$ cat src/rtl/muldiv_sched.sv
// muldiv_sched: shared iterative RV32M multiply/divide unit for the dual-issue
// pipeline. A scheduler picks lane 1 or lane 2, runs 32 radix-2 steps
// (shift-add multiply or restoring divide on magnitudes), and returns the
// result with its rd and lane tag. Divide-by-zero and signed overflow are
// resolved at accept and finish one cycle later.
module muldiv_sched #(
    parameter int XLEN  = 32,
    parameter int CNT_W = 6
) (
    input  logic            CLK,
    input  logic            RST,
    input  logic            req1,
    input  logic            req2,
    input  logic [2:0]      op1,
    input  logic [2:0]      op2,
    input  logic [XLEN-1:0] a1,
    input  logic [XLEN-1:0] b1,
    input  logic [XLEN-1:0] a2,
    input  logic [XLEN-1:0] b2,
    input  logic [4:0]      rd1,
    input  logic [4:0]      rd2,
    input  logic            flush,
    output logic            stall,
    output logic            done,
    output logic [XLEN-1:0] result,
    output logic [4:0]      rd_out,
    output logic            lane_out
);

    typedef enum logic [1:0] {
        S_IDLE = 2'd0,
        S_CALC = 2'd1,
        S_FIN  = 2'd2
    } state_t;

    localparam logic [XLEN-1:0]  MIN_NEG   = {1'b1, {(XLEN-1){1'b0}}};
    localparam logic [XLEN-1:0]  ALL_ONE   = {XLEN{1'b1}};
    localparam logic [XLEN-1:0]  ALL_ZERO  = {XLEN{1'b0}};
    localparam logic [CNT_W-1:0] LAST_STEP = CNT_W'(XLEN-1);

    // Architectural state
    state_t              state_q;
    logic [CNT_W-1:0]    cnt_q;
    logic [2:0]          op_q;
    logic [4:0]          rd_q;
    logic                lane_q;
    logic [XLEN-1:0]     opnd_q;     // multiplicand or divisor magnitude
    logic [XLEN-1:0]     hi_q;       // product high half / partial remainder
    logic [XLEN-1:0]     lo_q;       // multiplier bits / dividend-to-quotient
    logic                qneg_q;     // negate product or quotient
    logic                rneg_q;     // negate remainder
    logic                done_q;
    logic [XLEN-1:0]     result_q;
    logic [4:0]          rd_out_q;
    logic                lane_out_q;
    logic                served1_q;
    logic                served2_q;

    // Accept-side selection
    logic                pend1_s;
    logic                pend2_s;
    logic                accept_s;
    logic                take2_s;
    logic [2:0]          sel_op_s;
    logic [XLEN-1:0]     sel_a_s;
    logic [XLEN-1:0]     sel_b_s;
    logic [4:0]          sel_rd_s;
    logic                a_sgn_s;
    logic                b_sgn_s;
    logic [XLEN-1:0]     ma_s;
    logic [XLEN-1:0]     mb_s;
    logic                special_s;
    logic [XLEN-1:0]     special_res_s;

    // Iteration datapath
    logic [XLEN:0]       sum_s;
    logic [XLEN:0]       rtmp_s;
    logic [XLEN-1:0]     diff_s;
    logic [XLEN-1:0]     step_hi_d;
    logic [XLEN-1:0]     step_lo_d;
    logic [2*XLEN-1:0]   prod_s;
    logic [XLEN-1:0]     quo_s;
    logic [XLEN-1:0]     rem_s;
    logic [XLEN-1:0]     fin_res_s;
    logic                fin1_s;
    logic                fin2_s;

    // Pick the pending lane (lane 1 is older), take operand magnitudes, detect special cases
    always_comb begin
        pend1_s  = req1 & ~served1_q;
        pend2_s  = req2 & ~served2_q;
        accept_s = pend1_s | pend2_s;
        take2_s  = ~pend1_s;
        if (take2_s) begin
            sel_op_s = op2;
            sel_a_s  = a2;
            sel_b_s  = b2;
            sel_rd_s = rd2;
        end else begin
            sel_op_s = op1;
            sel_a_s  = a1;
            sel_b_s  = b1;
            sel_rd_s = rd1;
        end
        case (sel_op_s)
            3'b001, 3'b100, 3'b110: begin
                a_sgn_s = sel_a_s[XLEN-1];
                b_sgn_s = sel_b_s[XLEN-1];
            end
            3'b010: begin
                a_sgn_s = sel_a_s[XLEN-1];
                b_sgn_s = 1'b0;
            end
            default: begin
                a_sgn_s = 1'b0;
                b_sgn_s = 1'b0;
            end
        endcase
        ma_s = a_sgn_s ? (-sel_a_s) : sel_a_s;
        mb_s = b_sgn_s ? (-sel_b_s) : sel_b_s;
        if (sel_op_s[2] && (sel_b_s == ALL_ZERO)) begin
            special_s     = 1'b1;
            special_res_s = sel_op_s[1] ? sel_a_s : ALL_ONE;
        end else if (sel_op_s[2] && !sel_op_s[0] && (sel_a_s == MIN_NEG) && (sel_b_s == ALL_ONE)) begin
            special_s     = 1'b1;
            special_res_s = sel_op_s[1] ? ALL_ZERO : MIN_NEG;
        end else begin
            special_s     = 1'b0;
            special_res_s = ALL_ZERO;
        end
    end

    // One radix-2 step (shift-add or restoring subtract) and the signed fix-up of the final value
    always_comb begin
        sum_s  = {1'b0, hi_q} + (lo_q[0] ? {1'b0, opnd_q} : {(XLEN+1){1'b0}});
        rtmp_s = {hi_q, lo_q[XLEN-1]};
        diff_s = rtmp_s[XLEN-1:0] - opnd_q;
        if (op_q[2]) begin
            if (rtmp_s >= {1'b0, opnd_q}) begin
                step_hi_d = diff_s;
                step_lo_d = {lo_q[XLEN-2:0], 1'b1};
            end else begin
                step_hi_d = rtmp_s[XLEN-1:0];
                step_lo_d = {lo_q[XLEN-2:0], 1'b0};
            end
        end else begin
            step_hi_d = sum_s[XLEN:1];
            step_lo_d = {sum_s[0], lo_q[XLEN-1:1]};
        end
        if (qneg_q) begin
            prod_s = -{step_hi_d, step_lo_d};
            quo_s  = -step_lo_d;
        end else begin
            prod_s = {step_hi_d, step_lo_d};
            quo_s  = step_lo_d;
        end
        if (rneg_q) begin
            rem_s = -step_hi_d;
        end else begin
            rem_s = step_hi_d;
        end
        if (op_q[2]) begin
            fin_res_s = op_q[1] ? rem_s : quo_s;
        end else if (op_q == 3'b000) begin
            fin_res_s = prod_s[XLEN-1:0];
        end else begin
            fin_res_s = prod_s[2*XLEN-1:XLEN];
        end
    end

    // Result outputs and the combinational pipeline stall (a squashed FIN delivers nothing)
    always_comb begin
        done     = done_q & ~flush;
        result   = result_q;
        rd_out   = rd_out_q;
        lane_out = lane_out_q;
        fin1_s   = served1_q | (done & ~lane_out_q);
        fin2_s   = served2_q | (done & lane_out_q);
        stall    = (req1 & ~fin1_s) | (req2 & ~fin2_s);
    end

    // Scheduler FSM, iteration registers, served bookkeeping and registered outputs
    always_ff @(posedge CLK) begin
        if (RST) begin
            state_q    <= S_IDLE;
            cnt_q      <= {CNT_W{1'b0}};
            op_q       <= 3'b000;
            rd_q       <= 5'd0;
            lane_q     <= 1'b0;
            opnd_q     <= ALL_ZERO;
            hi_q       <= ALL_ZERO;
            lo_q       <= ALL_ZERO;
            qneg_q     <= 1'b0;
            rneg_q     <= 1'b0;
            done_q     <= 1'b0;
            result_q   <= ALL_ZERO;
            rd_out_q   <= 5'd0;
            lane_out_q <= 1'b0;
            served1_q  <= 1'b0;
            served2_q  <= 1'b0;
        end else if (flush) begin
            state_q   <= S_IDLE;
            cnt_q     <= {CNT_W{1'b0}};
            done_q    <= 1'b0;
            served1_q <= 1'b0;
            served2_q <= 1'b0;
        end else begin
            // Once the pipeline advances, both lanes hold new instructions
            if (!stall) begin
                served1_q <= 1'b0;
                served2_q <= 1'b0;
            end
            case (state_q)
                S_IDLE: begin
                    done_q <= 1'b0;
                    if (accept_s) begin
                        op_q   <= sel_op_s;
                        rd_q   <= sel_rd_s;
                        lane_q <= take2_s;
                        qneg_q <= a_sgn_s ^ b_sgn_s;
                        rneg_q <= a_sgn_s;
                        cnt_q  <= {CNT_W{1'b0}};
                        opnd_q <= sel_op_s[2] ? mb_s : ma_s;
                        hi_q   <= ALL_ZERO;
                        lo_q   <= sel_op_s[2] ? ma_s : mb_s;
                        if (special_s) begin
                            state_q    <= S_FIN;
                            done_q     <= 1'b1;
                            result_q   <= special_res_s;
                            rd_out_q   <= sel_rd_s;
                            lane_out_q <= take2_s;
                        end else begin
                            state_q <= S_CALC;
                        end
                    end else begin
                        state_q <= S_IDLE;
                    end
                end
                S_CALC: begin
                    hi_q <= step_hi_d;
                    lo_q <= step_lo_d;
                    if (cnt_q == LAST_STEP) begin
                        state_q    <= S_FIN;
                        cnt_q      <= {CNT_W{1'b0}};
                        done_q     <= 1'b1;
                        result_q   <= fin_res_s;
                        rd_out_q   <= rd_q;
                        lane_out_q <= lane_q;
                    end else begin
                        state_q <= S_CALC;
                        cnt_q   <= cnt_q + CNT_W'(1);
                    end
                end
                S_FIN: begin
                    state_q <= S_IDLE;
                    done_q  <= 1'b0;
                    // The other lane is still waiting: remember this one is finished
                    if (stall) begin
                        if (lane_out_q) begin
                            served2_q <= 1'b1;
                        end else begin
                            served1_q <= 1'b1;
                        end
                    end
                end
                default: begin
                    state_q <= S_IDLE;
                    done_q  <= 1'b0;
                end
            endcase
        end
    end

endmodule

$ cat config.mk
export PLATFORM = sky130hd
export DESIGN_NAME = muldiv_sched
export DESIGN_NICKNAME = d
export VERILOG_FILES = /design/src/rtl/muldiv_sched.sv
export SDC_FILE = /design/constraint.sdc
export NUM_CORES = 1
export LEC_CHECK = 0
export CORE_MARGIN = 2
export CORE_UTILIZATION = 45
export CTS_CLUSTER_DIAMETER = 100
export DETAILED_ROUTE_END_ITERATION = 7
export HOLD_SLACK_MARGIN = 0.1
export MAX_ROUTING_LAYER = met4
export PLACE_DENSITY = 0.68
export SETUP_SLACK_MARGIN = 0.5
export SLEW_MARGIN = 0
export SYNTH_ARGS = -nofsm -noshare
export SYNTH_HDL_FRONTEND = slang
export SYNTH_SLANG_ARGS = --single-unit
export TNS_END_PERCENT = 1
$ cat constraint.sdc
create_clock -name CLK -period 6.1 [get_ports CLK]
set_input_delay 1.22 -clock CLK [delete_from_list [all_inputs] [get_ports CLK]]
set_output_delay 1.22 -clock CLK [all_outputs]
set_load 0.05 [all_outputs]
Word level (Yosys, flattened, before mapping). Cells that the tools add are included.

Flip-flop bits (word level): 156. Bits of input ports: 149. Output and inout port bits: 40. Logic and storage cells: 134.

$add $sub $neg: 8. Magnitude comparators: 1. Equal/unequal tests: 12. Multiplexer cells: 62. Bitwise logic cells: 19. Reduce and logical (&&, ||, !) cells: 16.

Operator list (number): $mux 32 (24); $pmux 32 s2 (3); $neg 32->32 (4); $eq 32x32->1 const B (2); $mux 64 (1); $neg 64->64 (1); $add 32x32->33 (1); $ge 33x32->1 (1); $logic_not 32->1 (1); $sub 32x32->32 (1); $mux 5 (4); $mux 1 (19); $mux 6 (2); $pmux 6 s2 (1); $pmux 5 s2 (1); $and 1x1->1 (7); $not 1->1 (7); $add 6x1->6 const B (1); $eq 3x3->1 const B (2); $eq 6x5->1 const B (1); $mux 2 (3); $ne 2x2->1 const B (3); $reduce_and 3->1 (2); $reduce_and 5->1 (1); 18 further kinds (25).

Longest topological paths before layout. Gate-level depths: netlist (run 1).

Word-level depth: 12. Gate-level depth with buffers: 23. Mapped depth without buffers: 22.

Least setup slack after synthesis (run 1). Ideal clock, no wire load.

Path kind: input -> register. From: input port req1. To: register result_q[30], in the netlist result[30]. Library setup time: 0.078 ns. Data arrival time: 6.144 ns. Required time: 6.022 ns. Setup slack: -0.122 ns. Stages on the path: 23. Path buffers: 7. Cell sequence: nand2b_1 > buf_2 > buf_1 > clkbuf_1 > buf_1 > buf_2 > buf_2 > buf_2 > mux2i_1 > ha_1 > and2_1 > and3_1 > nand2_1 > or2_2 > o41ai_2 > nor3_1 > nor2_2 > nand2b_1 > clkinv_1 > o211ai_1 > a221oi_1 > a21oi_1 > nor3_1.

Cells in the longest elaborated chain, start to end: 11. Elaborated cells on any way between the ends: 24. Classes of those cells: eq/ne: 4; mux: 11; bitwise: 2; reduce/logical: 7.

RTL lines: from (decl) (RTL line 12) `input logic req1,`; $and 1x1->1 (*) (RTL line 90) `pend1_s = req1 & ~served1_q;`; parallel branches: the longest is 10 deep, another holds $mux 32; to (signal assigned) (RTL line 229) `result_q <= special_res_s;`; to (signal assigned) (RTL line 246) `result_q <= fin_res_s;`; to (decl) (RTL line 53) `logic [XLEN-1:0] result_q;`.

Mark *: on every way between the ends. The select of a mux whose other input is x is not followed. A chain may end at the register's enable or synchronous reset.

Worst setup path in the final report (run 1).
From: register opnd_q[4]. To: register result_q[12], in the netlist result[12].

Cells in the longest elaborated chain, start to end: 9. Elaborated cells on any way between the ends: 19. Classes of those cells: add/sub: 5; order compare: 1; mux: 13.

RTL lines: from (decl) (RTL line 47) `logic [XLEN-1:0] opnd_q;`; from (signal assigned) (RTL line 223) `opnd_q <= sel_op_s[2] ? mb_s : ma_s;`; $mux 32, or another cell as far along (RTL line 135) `sum_s = {1'b0, hi_q} + (lo_q[0] ? {1'b0, opnd_q} : {(XLEN+1){1'b0}});`; $add 32x32->33, or another cell as far along (RTL line 135); $mux 32 (RTL line 138) `if (op_q[2]) begin`; $neg 64->64, or another cell as far along (RTL line 151) `prod_s = -{step_hi_d, step_lo_d};`; $mux 64, or another cell as far along (RTL line 150) `if (qneg_q) begin`; $mux 32, on equally long branches (RTL line 164, 163); $mux 32 (*) (RTL line 162) `if (op_q[2]) begin`; $mux 32 (*) (RTL line 242) `if (cnt_q == LAST_STEP) begin`; $pmux 32 s2 (*) (RTL line 213) `case (state_q)`.

Every way passes the cells marked *; elsewhere a longest branch is shown, timed or not. The select of a mux whose other input is x is not followed.

==> impl_metrics.yaml, run 1 <==
power:
  p_leak_nw: 8.55
  ir_drop_mv: 0.216
  power_density_nw_per_um2: 201
worst_setup_path:
  critPathRequiredTime_ps: 6430
  r2r-end: "result[12]$_SDFFE_PP0P_"
  critical_path_class: "reg -> reg"
  worstReg2RegStart: "opnd_q[4]$_SDFFE_PP0P_"
  arrival_ps: 5820
  startpoint_type: "flop"
  reg2reg_setup_slack_ps: 610
  reg2regPathDepth: 21
  crit_path_end_kind: "flop"
  critPathMaxFanout: 7
floorplan:
  start_util_pct: 45.7
  die-area_um2: 42000
  dieHeight_um: 205
  rows: 73
  core_area_um2: 39800
  die_w_um: 205
  ioPinCount: 189
cells_and_area:
  multi_input_area_um2: 14100
  area_growth_pct: 19.9
  regArea_um2: 3130
  nNetsFinal: 3035
  drive_gt1_share_pct: 9.73
  fill_cells: 4036
clock_tree:
  ctsHoldBuffers: 0
  path_clk_slew_ps: 80
  numCtsBuffers: 17
  cts_tree: "yes"
  htree_levels: 4
  clock-sinks: 156
  clk_latency_ps: 490
  cts_root_buffer: "clkbuf_16"
  clk_path_buf_depth: 2
worst_hold_path:
  hold_start: "result[15]$_SDFFE_PP0P_"
  worstHoldPathCells: 1
  whs_endpoint: "result[15]$_SDFFE_PP0P_"
  hold_class: "reg -> reg"
synthesis:
  synth-xor-area-share_pct: 7.47
  ys_seq_elements: 156
  synthAdderAreaFrac_pct: 5.04
  synth_cells: 2646
  yosys.area_share.simple_pct: 27.5
  synth_compound_area_share_pct: 30.1
  synth.top_cells.by_count: "nand2_1 (318), nor2_1 (295), a21oi_1 (229), dfxtp_1 (156), o21ai_0 (132)"
  synth_cell_types: 105
  synth_area_um2: 18200
  synth.avg_cell_area_um2: 6.87
  synthTopCellsByArea: "dfxtp_1 (17%), nand2_1 (6.6%), a21oi_1 (6.3%)"
  synth_fp_nets: 2867
  yosysTopAreaCell: "dfxtp_1"
  async_reset_ff_share_pct: 0
  yosysWarnings: 0
  synth-main-ff-cell: "dfxtp_1"
  synth_top_family_by_area: "compound AO/OA/AOI/OAI gates"
  synth.most_common_cell: "nand2_1"
  synth_edf_count: 0
  synth.mux.area_fraction_pct: 6.87
  synth-seq-area-share_pct: 17.2
  synth.top_cell.area_share_pct: 17.2
grt:
  grt_pass1_vias: 20562
  overflow: 0
  grtUsageTotal_pct: 42.8
  antenna_found_initial: 6
  grt_max_degree: 82
  grt_pass1_wl_um: 131000
sta:
  max_slew_margin_pct: 23.4
  hold_violations: 0
  skew_ps: 16.7
  layout_setup_ws_ps: 607
  rsz0062_at_grt: "true"
  worst_pin_slew_ps: 1140
  fmax_mhz: 182
  period_minus_slack_ps: 5490
  period_share_pct: 90.0
  slew_violations: 0
  setup_viol: 0
  tns_ps: 0
detailed_routing:
  ant_nets: 0
  wl_per_cell_um: 26.5
  vias_per_cell: 6.66
  drcViolationCount: 0
  wl_um: 88900
  first_pass_iters: 6
  drtIter0Drc: 2965
  vias: 22347
placement:
  io_buffers: 188
  pre_cts_ws_ps: 516
  hpwlAfterDp_um: 71500
  gp_congestion: 1.09
run_status:
  outcome: "completed"
job:
  max-cap-violations: 0
cells in the final DEF, fill, tap and decap left out, drive strengths merged, types with 97 or more instances in the layout:
| master | n |
|---|---|
| mux2i | 111 |
| xnor2 | 97 |
| dfxtp | 156 |
| clkdlybuf4s50 | 187 |
| a21oi | 232 |
| buf | 150 |
| nor3 | 103 |
| nor2 | 297 |
| o21ai | 141 |
| nand2 | 318 |
layer usage:
layer	share of wire (%)	up-vias	global-route usage [%]
met4	5.9	0	22.7
met1	40	10646	55.4
li1	-	10066	-
met2	43	1376	62.8
met3	11	259	8.15
met5	0	-	-
what timing repair did:
action | in CTS | in global routing
buffers inserted | 0 | 5
resized for setup | 0 | 12
endpoints found under the hold margin | 0 | 0
endpoints found under the setup margin | 0 | 18
worst max-delay path by stage:
stage / from / to / slack, ps / cells after the start
final: opnd_q[4]$_SDFFE_PP0P_ / result[12]$_SDFFE_PP0P_ / 610 / 21
after global routing: lo_q[0]$_SDFFE_PP0P_ / result[29]$_SDFFE_PP0P_ / 370 / 18
after CTS: opnd_q[4]$_SDFFE_PP0P_ / result[20]$_SDFFE_PP0P_ / 570 / 21
after detailed placement: req1 / opnd_q[22]$_SDFFE_PP0P_ / 520 / 13
after global placement: req1 / opnd_q[22]$_SDFFE_PP0P_ / 530 / 13
after floorplan: req1 / result[30]$_SDFFE_PP0P_ / 520 / 23
worst max-delay path: stages (launching register included):
cell	delay, ps
dfxtp_1	370
inv_1	60
ha_1	390
a21o_1	210
a31o_1	250
o211ai_4	290
nand4_4	210
a21oi_4	170
nor2_1	70
a21oi_1	210
ha_1	250
o211ai_1	130
o21bai_1	200
or2_2	310
or3_1	440
or3_1	430
or3_1	400
nor2_2	150
nor2_1	70
xnor2_1	130
a211oi_1	490
a211oi_1	100
registers in the layout, summed over array words and instances (netlist names), 2 cells and up:
name / flops
cnt_q: 6
opnd_q: 32
lo_q: 32
op_q: 3
result: 32
rd_out: 5
state_q: 2
rd_q: 5
hi_q: 32
stage by stage:
| stage | std cells | area, µm² | power, mW | utilization [%] | hold WS [ps] |
|---|---|---|---|---|---|
| after global routing | 3356 | 21800 | 4.53 | 54.7 | 480 |
| after CTS | 3347 | 21700 | 4.29 | 54.5 | 464 |
| after floorplan | 2646 | 18200 | 2.35 | - | 437 |
| final | 3356 | 21800 | 4.39 | 54.7 | 463 |
| after global placement | 3315 | 21100 | 3.15 | 53.0 | 444 |
| after detailed placement | 3315 | 21100 | 3.16 | 53.0 | 440 |
cells by family after synthesis:
kind of cell / count (synthesis)
flops: 156
simple gates: 1061
mux: 123
xor+xnor: 155
fa+ha+maj: 72
buf+inv: 263
compound gates: 816
where the power goes:
group	total [mW]	leakage, nW	switching [mW]	internal [mW]
Sequential	1.15	1.27	0.0712	1.07
Combinational	2.09	6.99	1.34	0.742
Clock	1.15	0.291	0.532	0.623
Total	4.39	8.55	1.95	2.44
layout make-up:
cell class | instances | area share (%)
multi-input combinational | 2227 | 64.7
sequential | 156 | 14.4
timing repair buffer | 337 | 13.8
tap | 525 | 3.01
clock buffer | 18 | 2.02
inverter | 75 | 1.29
clock inverter | 14 | 0.729
antenna | 4 | 0.0459
(Power assumes the default switching activity.)
==> run 2: changes to the inputs <==
Settings changed: CTS_CLUSTER_DIAMETER 100 to default.
==> results of run 2 <==
No change in the layout: final DEF, timing and power equal those of run 1.
